## src/rtl/fpu_addsub_param_if.sv

```systemverilog
`timescale 1ns / 1ps
// fpu_addsub_param_if: operand/result handshake bundle for fpu_addsub_param.
// The master side issues operations and consumes results. The slave side is the adder.
interface fpu_addsub_param_if #(
    parameter int unsigned EXP_W = 6,
    parameter int unsigned MAN_W = 25
) ();

    localparam int unsigned W = 1 + EXP_W + MAN_W;

    logic         in_valid;
    logic         in_ready;
    logic         op;
    logic [W-1:0] op_A_in;
    logic [W-1:0] op_B_in;
    logic         out_valid;
    logic         out_ready;
    logic [W-1:0] data_out;
    logic [3:0]   status_out;

    modport master (
        output in_valid, op, op_A_in, op_B_in, out_ready,
        input  in_ready, out_valid, data_out, status_out
    );

    modport slave (
        input  in_valid, op, op_A_in, op_B_in, out_ready,
        output in_ready, out_valid, data_out, status_out
    );

endinterface

```

## src/rtl/fpu_addsub_param.sv

```systemverilog
`timescale 1ns / 1ps
// fpu_addsub_param: parametrised multi-cycle floating-point add/subtract, one op in flight.
// Word format {sign, exp[EXP_W], frac[MAN_W]}; exp 0 encodes zero (no denormals),
// exp all-ones is the overflow/saturation code.
// Optional macro FPU_RNE_EN: round to nearest, ties to even. Undefined: truncate.
module fpu_addsub_param #(
    parameter int unsigned EXP_W = 6,
    parameter int unsigned MAN_W = 25
) (
    input  logic              clock100KHz,
    input  logic              reset,
    fpu_addsub_param_if.slave bus
);

    localparam int unsigned W  = 1 + EXP_W + MAN_W;
    // Extended mantissa: {hidden, frac, G, R, S}
    localparam int unsigned XW = MAN_W + 4;
    // One spare exponent bit so a carry out of the top code never wraps
    localparam int unsigned EW = EXP_W + 1;
    localparam logic [EW-1:0] EXP_MAX = {1'b0, {EXP_W{1'b1}}};
    localparam logic [EW-1:0] EXP_ONE = EW'(1);

    typedef enum logic [2:0] {
        StIdle,
        StAlign,
        StOperate,
        StNormalize,
        StRound,
        StDone
    } state_e;

    state_e        state_q, state_d;
    logic [W-1:0]  a_q, a_d;
    logic [W-1:0]  b_q, b_d;
    logic [XW-1:0] ma_q, ma_d;
    logic [XW-1:0] mb_q, mb_d;
    logic [XW:0]   man_q, man_d;
    logic [EW-1:0] exp_q, exp_d;
    logic          sign_q, sign_d;
    logic [W-1:0]  data_q, data_d;
    logic [3:0]    status_q, status_d;

    logic [EW-1:0] ea, eb, diff;
    logic [XW-1:0] xa, xb, shv, shv_out;
    logic          a_big;

    logic             g, rs, inexact, inc;
    logic [MAN_W+1:0] rnd;
    logic [MAN_W-1:0] frac;
    logic [EW-1:0]    exp_r;

    // Alignment: unpack both operands and right-shift the smaller-exponent one with sticky.
    always_comb begin
        ea      = {1'b0, a_q[W-2:MAN_W]};
        eb      = {1'b0, b_q[W-2:MAN_W]};
        xa      = {|a_q[W-2:MAN_W], a_q[MAN_W-1:0], 3'b000};
        xb      = {|b_q[W-2:MAN_W], b_q[MAN_W-1:0], 3'b000};
        a_big   = (ea >= eb);
        diff    = a_big ? (ea - eb) : (eb - ea);
        shv     = a_big ? xb : xa;
        shv_out = '0;
        if (32'(diff) > MAN_W + 3) begin
            // Shifted entirely past S: only the sticky survives
            shv_out[0] = |shv;
        end else begin
            shv_out    = shv >> diff;
            shv_out[0] = shv_out[0] | (|(shv & ~({XW{1'b1}} << diff)));
        end
    end

    // Rounding: decide the increment from G/R/S and fold a mantissa carry into the exponent.
    always_comb begin
        g       = man_q[2];
        rs      = man_q[1] | man_q[0];
        inexact = g | rs;
`ifdef FPU_RNE_EN
        inc     = g & (rs | man_q[3]);
`else
        inc     = 1'b0;
`endif
        rnd     = {1'b0, man_q[XW-1:3]} + {{(MAN_W + 1){1'b0}}, inc};
        if (rnd[MAN_W+1]) begin
            frac  = rnd[MAN_W:1];
            exp_r = exp_q + EXP_ONE;
        end else begin
            frac  = rnd[MAN_W-1:0];
            exp_r = exp_q;
        end
    end

    // FSM next state and datapath next values.
    always_comb begin
        state_d  = state_q;
        a_d      = a_q;
        b_d      = b_q;
        ma_d     = ma_q;
        mb_d     = mb_q;
        man_d    = man_q;
        exp_d    = exp_q;
        sign_d   = sign_q;
        data_d   = data_q;
        status_d = status_q;
        case (state_q)
            StIdle: begin
                if (bus.in_valid) begin
                    a_d     = bus.op_A_in;
                    // Subtraction is addition with B's sign flipped
                    b_d     = {bus.op_B_in[W-1] ^ bus.op, bus.op_B_in[W-2:0]};
                    state_d = StAlign;
                end
            end
            StAlign: begin
                exp_d   = a_big ? ea : eb;
                ma_d    = a_big ? xa : shv_out;
                mb_d    = a_big ? shv_out : xb;
                state_d = StOperate;
            end
            StOperate: begin
                if (a_q[W-1] == b_q[W-1]) begin
                    man_d  = {1'b0, ma_q} + {1'b0, mb_q};
                    sign_d = a_q[W-1];
                end else if (ma_q >= mb_q) begin
                    man_d  = {1'b0, ma_q - mb_q};
                    sign_d = (ma_q == mb_q) ? 1'b0 : a_q[W-1];
                end else begin
                    man_d  = {1'b0, mb_q - ma_q};
                    sign_d = b_q[W-1];
                end
                state_d = StNormalize;
            end
            StNormalize: begin
                if (man_q == '0) begin
                    data_d   = '0;
                    status_d = 4'b0001;
                    state_d  = StDone;
                end else if (man_q[XW]) begin
                    man_d = {1'b0, man_q[XW:2], man_q[1] | man_q[0]};
                    exp_d = exp_q + EXP_ONE;
                end else if (!man_q[XW-1]) begin
                    if (exp_q <= EXP_ONE) begin
                        // No denormals: flush to signed zero
                        data_d   = {sign_q, {(W - 1){1'b0}}};
                        status_d = 4'b1010;
                        state_d  = StDone;
                    end else begin
                        man_d = man_q << 1;
                        exp_d = exp_q - EXP_ONE;
                    end
                end else begin
                    state_d = StRound;
                end
            end
            StRound: begin
                if (exp_r >= EXP_MAX) begin
                    data_d   = {sign_q, {EXP_W{1'b1}}, {MAN_W{1'b0}}};
                    status_d = 4'b0110;
                end else begin
                    data_d   = {sign_q, exp_r[EXP_W-1:0], frac};
                    status_d = {2'b00, inexact, ~inexact};
                end
                state_d = StDone;
            end
            StDone: begin
                if (bus.out_ready) begin
                    state_d = StIdle;
                end
            end
            default: state_d = StIdle;
        endcase
    end

    // FSM state register.
    always_ff @(posedge clock100KHz or posedge reset) begin
        if (reset) begin
            state_q <= StIdle;
        end else begin
            state_q <= state_d;
        end
    end

    // Datapath and result registers.
    always_ff @(posedge clock100KHz or posedge reset) begin
        if (reset) begin
            a_q      <= '0;
            b_q      <= '0;
            ma_q     <= '0;
            mb_q     <= '0;
            man_q    <= '0;
            exp_q    <= '0;
            sign_q   <= 1'b0;
            data_q   <= '0;
            status_q <= '0;
        end else begin
            a_q      <= a_d;
            b_q      <= b_d;
            ma_q     <= ma_d;
            mb_q     <= mb_d;
            man_q    <= man_d;
            exp_q    <= exp_d;
            sign_q   <= sign_d;
            data_q   <= data_d;
            status_q <= status_d;
        end
    end

    assign bus.in_ready   = (state_q == StIdle);
    assign bus.out_valid  = (state_q == StDone);
    assign bus.data_out   = data_q;
    assign bus.status_out = status_q;

endmodule

```

## src/flat_wrapper.sv

```systemverilog
// flat-port wrapper written by rule: the top's interface ports become plain ports
module fpu_addsub_param_flat 
#(
    parameter int unsigned EXP_W = 6,
    parameter int unsigned MAN_W = 25
)
  (clock100KHz, reset, bus_in_valid, bus_op, bus_op_A_in, bus_op_B_in, bus_out_ready, bus_in_ready, bus_out_valid, bus_data_out, bus_status_out);
  fpu_addsub_param_if #(.EXP_W(EXP_W), .MAN_W(MAN_W)) bus_i ();
  input  logic clock100KHz;
  input  logic reset;
  input wire logic [$bits(bus_i.in_valid)-1:0] bus_in_valid;
  input wire logic [$bits(bus_i.op)-1:0] bus_op;
  input wire logic [$bits(bus_i.op_A_in)-1:0] bus_op_A_in;
  input wire logic [$bits(bus_i.op_B_in)-1:0] bus_op_B_in;
  input wire logic [$bits(bus_i.out_ready)-1:0] bus_out_ready;
  output wire logic [$bits(bus_i.in_ready)-1:0] bus_in_ready;
  output wire logic [$bits(bus_i.out_valid)-1:0] bus_out_valid;
  output wire logic [$bits(bus_i.data_out)-1:0] bus_data_out;
  output wire logic [$bits(bus_i.status_out)-1:0] bus_status_out;
  assign bus_i.in_valid = bus_in_valid;
  assign bus_i.op = bus_op;
  assign bus_i.op_A_in = bus_op_A_in;
  assign bus_i.op_B_in = bus_op_B_in;
  assign bus_i.out_ready = bus_out_ready;
  assign bus_in_ready = bus_i.in_ready;
  assign bus_out_valid = bus_i.out_valid;
  assign bus_data_out = bus_i.data_out;
  assign bus_status_out = bus_i.status_out;
  fpu_addsub_param #(.EXP_W(EXP_W), .MAN_W(MAN_W)) u_core (.clock100KHz(clock100KHz), .reset(reset), .bus(bus_i));
endmodule
```

## config.mk

```make
export PLATFORM = sky130hd
export DESIGN_NAME = fpu_addsub_param_flat
export DESIGN_NICKNAME = d
export VERILOG_FILES = /design/src/rtl/fpu_addsub_param_if.sv /design/src/rtl/fpu_addsub_param.sv /design/src/flat_wrapper.sv
export SDC_FILE = /design/constraint.sdc
export NUM_CORES = 1
export LEC_CHECK = 0
export BUFFER_PORTS_ARGS = -buffer_cell sky130_fd_sc_hd__buf_2
export CAP_MARGIN = 10
export CORE_AREA = 2 2 174 176
export CTS_CLUSTER_DIAMETER = 50
export DETAILED_ROUTE_END_ITERATION = 7
export DIE_AREA = 0 0 176 178
export GPL_TIMING_DRIVEN = 0
export PLACE_DENSITY = 0.78
export SLEW_MARGIN = 0
export SYNTH_ARGS = -nofsm -noshare
export SYNTH_HDL_FRONTEND = slang
export SYNTH_SLANG_ARGS = --single-unit
```

## constraint.sdc

```tcl
create_clock -name clock100KHz -period 16.5 [get_ports clock100KHz]
set_input_delay 0.825 -clock clock100KHz [delete_from_list [all_inputs] [get_ports clock100KHz]]
set_output_delay 0.825 -clock clock100KHz [all_outputs]
set_load 0.01 [all_outputs]
```

======== Word level (Yosys, flattened, before mapping) ========
Index checks and enable logic that the tools add are counted.
W data, S select, Z words.
word-level totals
  bits of input ports ..................... 69
  output and inout bits ................... 38
  logic and storage cells ................. 104
  register bits ........................... 199
cells by class
  bitwise operators ....................... 7
  equal/unequal tests ..................... 16
  reductions and logical operators ........ 15
  add/sub/neg operators ................... 7
  muxes and demuxes ....................... 41
  magnitude comparators ................... 5
  shift-type cells ........................ 2
operators by type and width
  operator                 count
  $mux W29                 5
  $mux W32                 4
  $mux W30                 4
  $pmux W32 S2             1
  $pmux W30 S2             1
  $reduce_or A29 Y1        2
  $sub A29 B29 Y29         2
  $mux W7                  5
  $mux W31                 1
  $add A29 B29 Y30         1
  $logic_not A30 Y1        1
  $and A29 B29 Y29         1
  $eq A29 B29 Y1           1
  $ge A29 B29 Y1           1
  $not A29 Y29             1
  $shl A29 B7 Y29 const A  1
  $shr A29 B7 Y29          1
  $mux W28                 1
  $mux W3                  7
  $pmux W3 S6              1
  $mux W4                  4
  $reduce_and A4 Y1        4
  $pmux W7 S2              1
  $sub A6 B6 Y7            2
  other kinds (25)         40

======== Logic depth before layout (Yosys ltp) ========
  depth after elaboration ................. 9
  gate-level depth with buffers ........... 17
  gate-level depth less buffers ........... 15

======== Least setup slack after synthesis ========
Ideal clock, no wire load.
  path kind ............................... flip-flop to flip-flop
  from .................................... register u_core.b_q[29]
  to ...................................... register u_core.ma_q[0]
  data arrival time ....................... 3.459 ns
  required time ........................... 16.378 ns
  clock period less this slack ............ 3.580 ns
  cell stages (with the launch flop) ...... 17
  library setup time ...................... 0.122 ns
  setup slack ............................. 12.920 ns
  buffers on the path ..................... 3
  cell sequence ........................... dfrtp_1 inv_1 ha_1 buf_6 a21o_1 a21o_4 a21oi_4 buf_6 buf_6 mux2i_1 mux2i_1 a221oi_2 o22ai_1 a32o_1 a2111oi_4 nand3_2 a32o_1
on the way
  longest elaborated chain between the ends .. 9
  elaborated cells between the ends (all ways) .. 16
  those cells by class .................... add/sub (2); order compare (2); shift (2); mux (4); bitwise (3); reduce/logical (3)
RTL lines
  item                                           line                                            text
  start, declared                                fpu_addsub_param.sv:34                          logic [W-1:0] b_q, b_d;
  start signal, assigned                         fpu_addsub_param.sv:185                         b_q <= '0;
  start signal, assigned                         fpu_addsub_param.sv:195                         b_q <= b_d;
  $sub A6 B6 Y7 or $ge A6 B6 Y1 (tied branches)  fpu_addsub_param.sv:59, fpu_addsub_param.sv:58
  $mux W7                                        fpu_addsub_param.sv:59                          diff = a_big ? (ea - eb) : (eb - ea);
  $shl A29 B7 Y29                                fpu_addsub_param.sv:67                          shv_out[0] = shv_out[0] | (|(shv & ~({XW{1'b1}} << diff)));
  $not A29 Y29                                   fpu_addsub_param.sv:67
  $and A29 B29 Y29                               fpu_addsub_param.sv:67
  $reduce_or A29 Y1                              fpu_addsub_param.sv:67
  $or A1 B1 Y1                                   fpu_addsub_param.sv:67
  $mux W1                                        fpu_addsub_param.sv:62                          if (32'(diff) > MAN_W + 3) begin
  $mux W29 *                                     fpu_addsub_param.sv:114                         ma_d = a_big ? xa : shv_out;
  end signal, assigned                           fpu_addsub_param.sv:196                         ma_q <= ma_d;
  end, declared                                  fpu_addsub_param.sv:35                          logic [XW-1:0] ma_q, ma_d;
Every way passes the cells marked *; elsewhere a longest branch is shown, timed or not.
A chain may end at the register's enable or synchronous reset.

======== Worst setup path in the final report ========
  from .................................... register u_core.mb_q[23]
  to ...................................... register u_core.man_q[27]
on the way
  longest elaborated chain between the ends .. 4
  elaborated cells between the ends (all ways) .. 7
  those cells by class .................... add/sub (3); order compare (1); mux (3)
RTL lines
  item                                      line                     text
  start, declared                           fpu_addsub_param.sv:36   logic [XW-1:0] mb_q, mb_d;
  start signal, assigned                    fpu_addsub_param.sv:197  mb_q <= mb_d;
  $sub A29 B29 Y29 (tied with other cells)  fpu_addsub_param.sv:126  man_d = {1'b0, mb_q - ma_q};
  $mux W29                                  fpu_addsub_param.sv:122  end else if (ma_q >= mb_q) begin
  $mux W30 *                                fpu_addsub_param.sv:119  if (a_q[W-1] == b_q[W-1]) begin
  $pmux W30 S2 *                            fpu_addsub_param.sv:103  case (state_q)
  end signal, assigned                      fpu_addsub_param.sv:198  man_q <= man_d;
  end, declared                             fpu_addsub_param.sv:37   logic [XW:0] man_q, man_d;
Marks and branches as above.

==> summary.md <==
| Metric | Value |
|---|---|
| Worst Skew | 13.93 ps |
| WP buf/inv | 4 |
| H-tree depth | 4 |
| Multi-input logic area | 0.01012 mm2 |
| Fill cell count | 2,607 |
| CP peak stage delay | roughly 650 ps |
| Die Wd | ~180 um |
| Crit path max-delay family | simple AND/OR/NAND/NOR gates |
| Syn_area_per_cell | roughly 8.4 um2 |
| Pins Over Slew Limit | 0 |
| ANT nets after route | 0 |
| Wire per inst | 25.03 um |
| Reg area | 0.004980 mm2 |
| Drt drc | 0 |
| Max FO, Critical Path | 10 |
| First-pass GRT wire length | about 90 mm |
| WP data required | 16,900 ps |
| Launching point of the worst reg2reg path | u_core.mb_q[23]$_DFFE_PP0P_ |
| Min-delay worst type | in2async |
| Crit-path slowest cell | nor3_1 |
| Crit path DAT | 5390 ps |
| Ports | 107 |
| Post-Syn Area | 0.01608 mm2 |
| Initial antenna violation count | 0 |
| Clk sinks | around 200 |
| Crit Path Category | reg2reg |
| GRT overflow | 0 |
| Placed insts | 2,401 |
| Status | finished, final reports clean |
| Count of final setup violators | 0 |
| Commonest non-fill, non-tap cell in the layout | dfrtp_1 |
| Unrepaired setup endpoints after global routing | no |
| Post-Syn Instances | 1,904 |
| Fin crit period | between 4000 and 5000 ps |
| Maximum clock frequency | 200.5 MHz |
| Async set-reset flop share out of synthesis | 100.0% |
| Met2 routed WL | 28.87 mm |
| GRT Total Usage | between 30% and 40% |
| CTS tree | built |
| Net Count, Synth | 2,079 |
| Fin crit share | 30.23% |
| Met3 WL | 4.057 mm |
| Hold slack | 396.3 ps |
| Yosys warnings | 0 |
| Row count | 63 |
| Register area share after synthesis | 30.97% |
| CTS resizes | 0 |
| Die area | 0.03133 mm2 |
| Via density | 6.666 |
| Port Buffers | 106 |
| DP HPWL | between 40 and 50 mm |
| Max-cap violations | 0 |
| Unique masters post-synth | 84 |
| Cells along the critical path | inv_1 -> ha_1 -> clkbuf_1 -> nand4_1 -> nor3_1 -> nand4_1 -> and2_1 -> o2111ai_1 -> and2_1 -> clkbuf_1 -> buf_2 -> a311oi_1 -> o31ai_1 -> xor2_1 -> a21oi_1 -> a21oi_1 |
| CTS Buf Count | 17 |
| Post-CTS Hold Buffers | 0 |
| DR top layer | met4 |
| Initial DRC Count | 1,488 |
| Startpoint types | flip-flop |
| DRT Pass-1 Iters | 8 |
| Clock latency on the worst-skew pair | 480 ps |
| Via Count | 16,218 |
| Starting Density | between 50% and 60% |
| Via count of the first global-routing pass | 15,647 |
| Clk root buf | clkbuf_16 |
| Final Util | 60.33% |
| Number of synthesized flops with an enable pin | 0 |
| Met1 WL | around 24 mm |
| Ant diodes | 0 |
| Overall routed net length | 60.90 mm |
| Slew HR | between 20% and 30% |
| Die Height | around 180 um |
| Yosys reg bits | 199 |
| CP endpoint kind | flip-flop |
| R2R Setup Slk | around 12,000 ps |
| Largest net degree at the start of global routing | ~120 |
| Commonest non-fill, non-tap cells in the layout | dfrtp_1 (199), nand2_1 (193), nor2_1 (150) |
| Nets@finish | 2,205 |
| Final hold vios | 0 |
| Critical path origin | u_core.mb_q[23]$_DFFE_PP0P_ |
| Gpl congestion | 1.011 |
| Share of post-route cells with drive strength above 1 | 14.00% |
| P&R area growth vs syn | 10.31% |
| Layout Cells excl Fill | 2,433 |
| Top_reg_cell synth | dfrtp_1 |
| Core Region | around 0.029 mm2 |
| Setup Total Neg Slack | 0 ps |
| Clock transition at path regs | 90 ps |
| Slew @ Worst Pin | 1146 ps |
| CTS max path bufs | 2 |
| Postcts setup bufs | 0 |
-- sequential cells by signal, summed over array words and instances (netlist names), 3 cells and up --
register	cells
u_core.exp_q	7
u_core.bus.data_out	32
u_core.b_q	32
u_core.bus.status_out	4
u_core.a_q	32
u_core.man_q	30
u_core.ma_q	29
u_core.state_q	3
u_core.mb_q	29
-- layer usage --
layer  vias to the layer above  global-route usage, %
li1                       7241                      -
met1                      7842                  47.13
met2                       902                  66.78
met3                       233                  5.669
met4                         0                  23.97
met5                         -                      0
-- stage by stage --
stage	setup WS, ps	area (um2)
after floorplan	10250	16080
after global placement	8430	17100
after detailed placement	11690	17130
after CTS	11670	17730
after global routing	11370	17740
final	11510	17740
-- worst paths after layout --
check,endpoint,cells past startpoint
max reg2reg,u_core.man_q[27]$_DFFE_PP0P_,16
max in group asynchronous,u_core.b_q[26]$_DFFE_PP0P_,3
max,u_core.man_q[27]$_DFFE_PP0P_,16
min,u_core.a_q[31]$_DFFE_PP0P_,2
min reg2reg,u_core.bus.data_out[29]$_DFFE_PP0P_,2
min in group clock100KHz,u_core.bus.data_out[29]$_DFFE_PP0P_,2
-- cell usage after synthesis (7+ instances only) --
master      n  area (um2)
a31oi_1    21       131.4
and3_1     19       118.9
or3_1       8       50.05
mux2_2     71       799.5
nor3_1     50       250.2
nand2_1   193       724.4
ha_1      101        1264
or4_1       7       52.55
dfrtp_1   199        4980
a22oi_1    28       210.2
a211o_1    12       105.1
a221o_1    12       120.1
a22o_1     32       280.3
o21a_1      7       52.55
nor2_1    150       563.0
or2_2       7       43.79
a21oi_1   143       715.7
nand2b_1   19       118.9
inv_1     112       420.4
o21ai_0   117       585.6
buf_1       9       33.78
a221oi_1   11       96.34
xnor2_1    21       183.9
o22ai_1    13       81.33
nand3_1    75       375.4
o21bai_1   18       135.1
a21o_1     37       277.8
o221ai_1   20       175.2
nand4_1    17       106.4
o31ai_1    11       82.58
and2_1     15       93.84
nor4_1     17       106.4
clkbuf_1   92       345.3
a311oi_1   13       113.9
mux4_2     19       427.9
mux2i_1    39       390.4
o31a_1      7       61.31
buf_2      18       90.09
a211oi_1   20       150.1
o211ai_1   23       172.7
-- cells by family (layout without fill, tap and decap cells) --
group | Yosys count | in the layout | synth area share (%)
and+or+nand+nor | 602 | 602 | 17.35
AOI/OAI and AO/OA | 599 | 599 | 25.44
buffers and inverters | 241 | 380 | 6.139
DFF | 199 | 199 | 30.97
muxes | 130 | 130 | 10.15
adders and majority gates | 106 | 106 | 8.481
xor gates and xnor gates | 27 | 27 | 1.471
-- area by class of cell --
type	instances	share of cell area, %
inverters	113	2.434
plain buffers	128	3.174
clock inverters	15	0.9805
flip-flops and latches	199	28.07
clock buffers	17	2.398
multi-input cells	1464	57.04
repair buffers	107	3.146
well taps	390	2.751
-- worst register-to-register path: cells and delay by family, from the launching register on --
family,cells,cell delay [ps]
and+or+nand+nor,5,1880
buffers and inverters,4,1210
AOI/OAI and AO/OA,5,790
DFF,1,380
adders and majority gates,1,330
xor gates and xnor gates,1,310
Power is left out: the tool's default activity adds up to more than one toggle a clock period on the data nets, which glitch-free logic cannot reach.
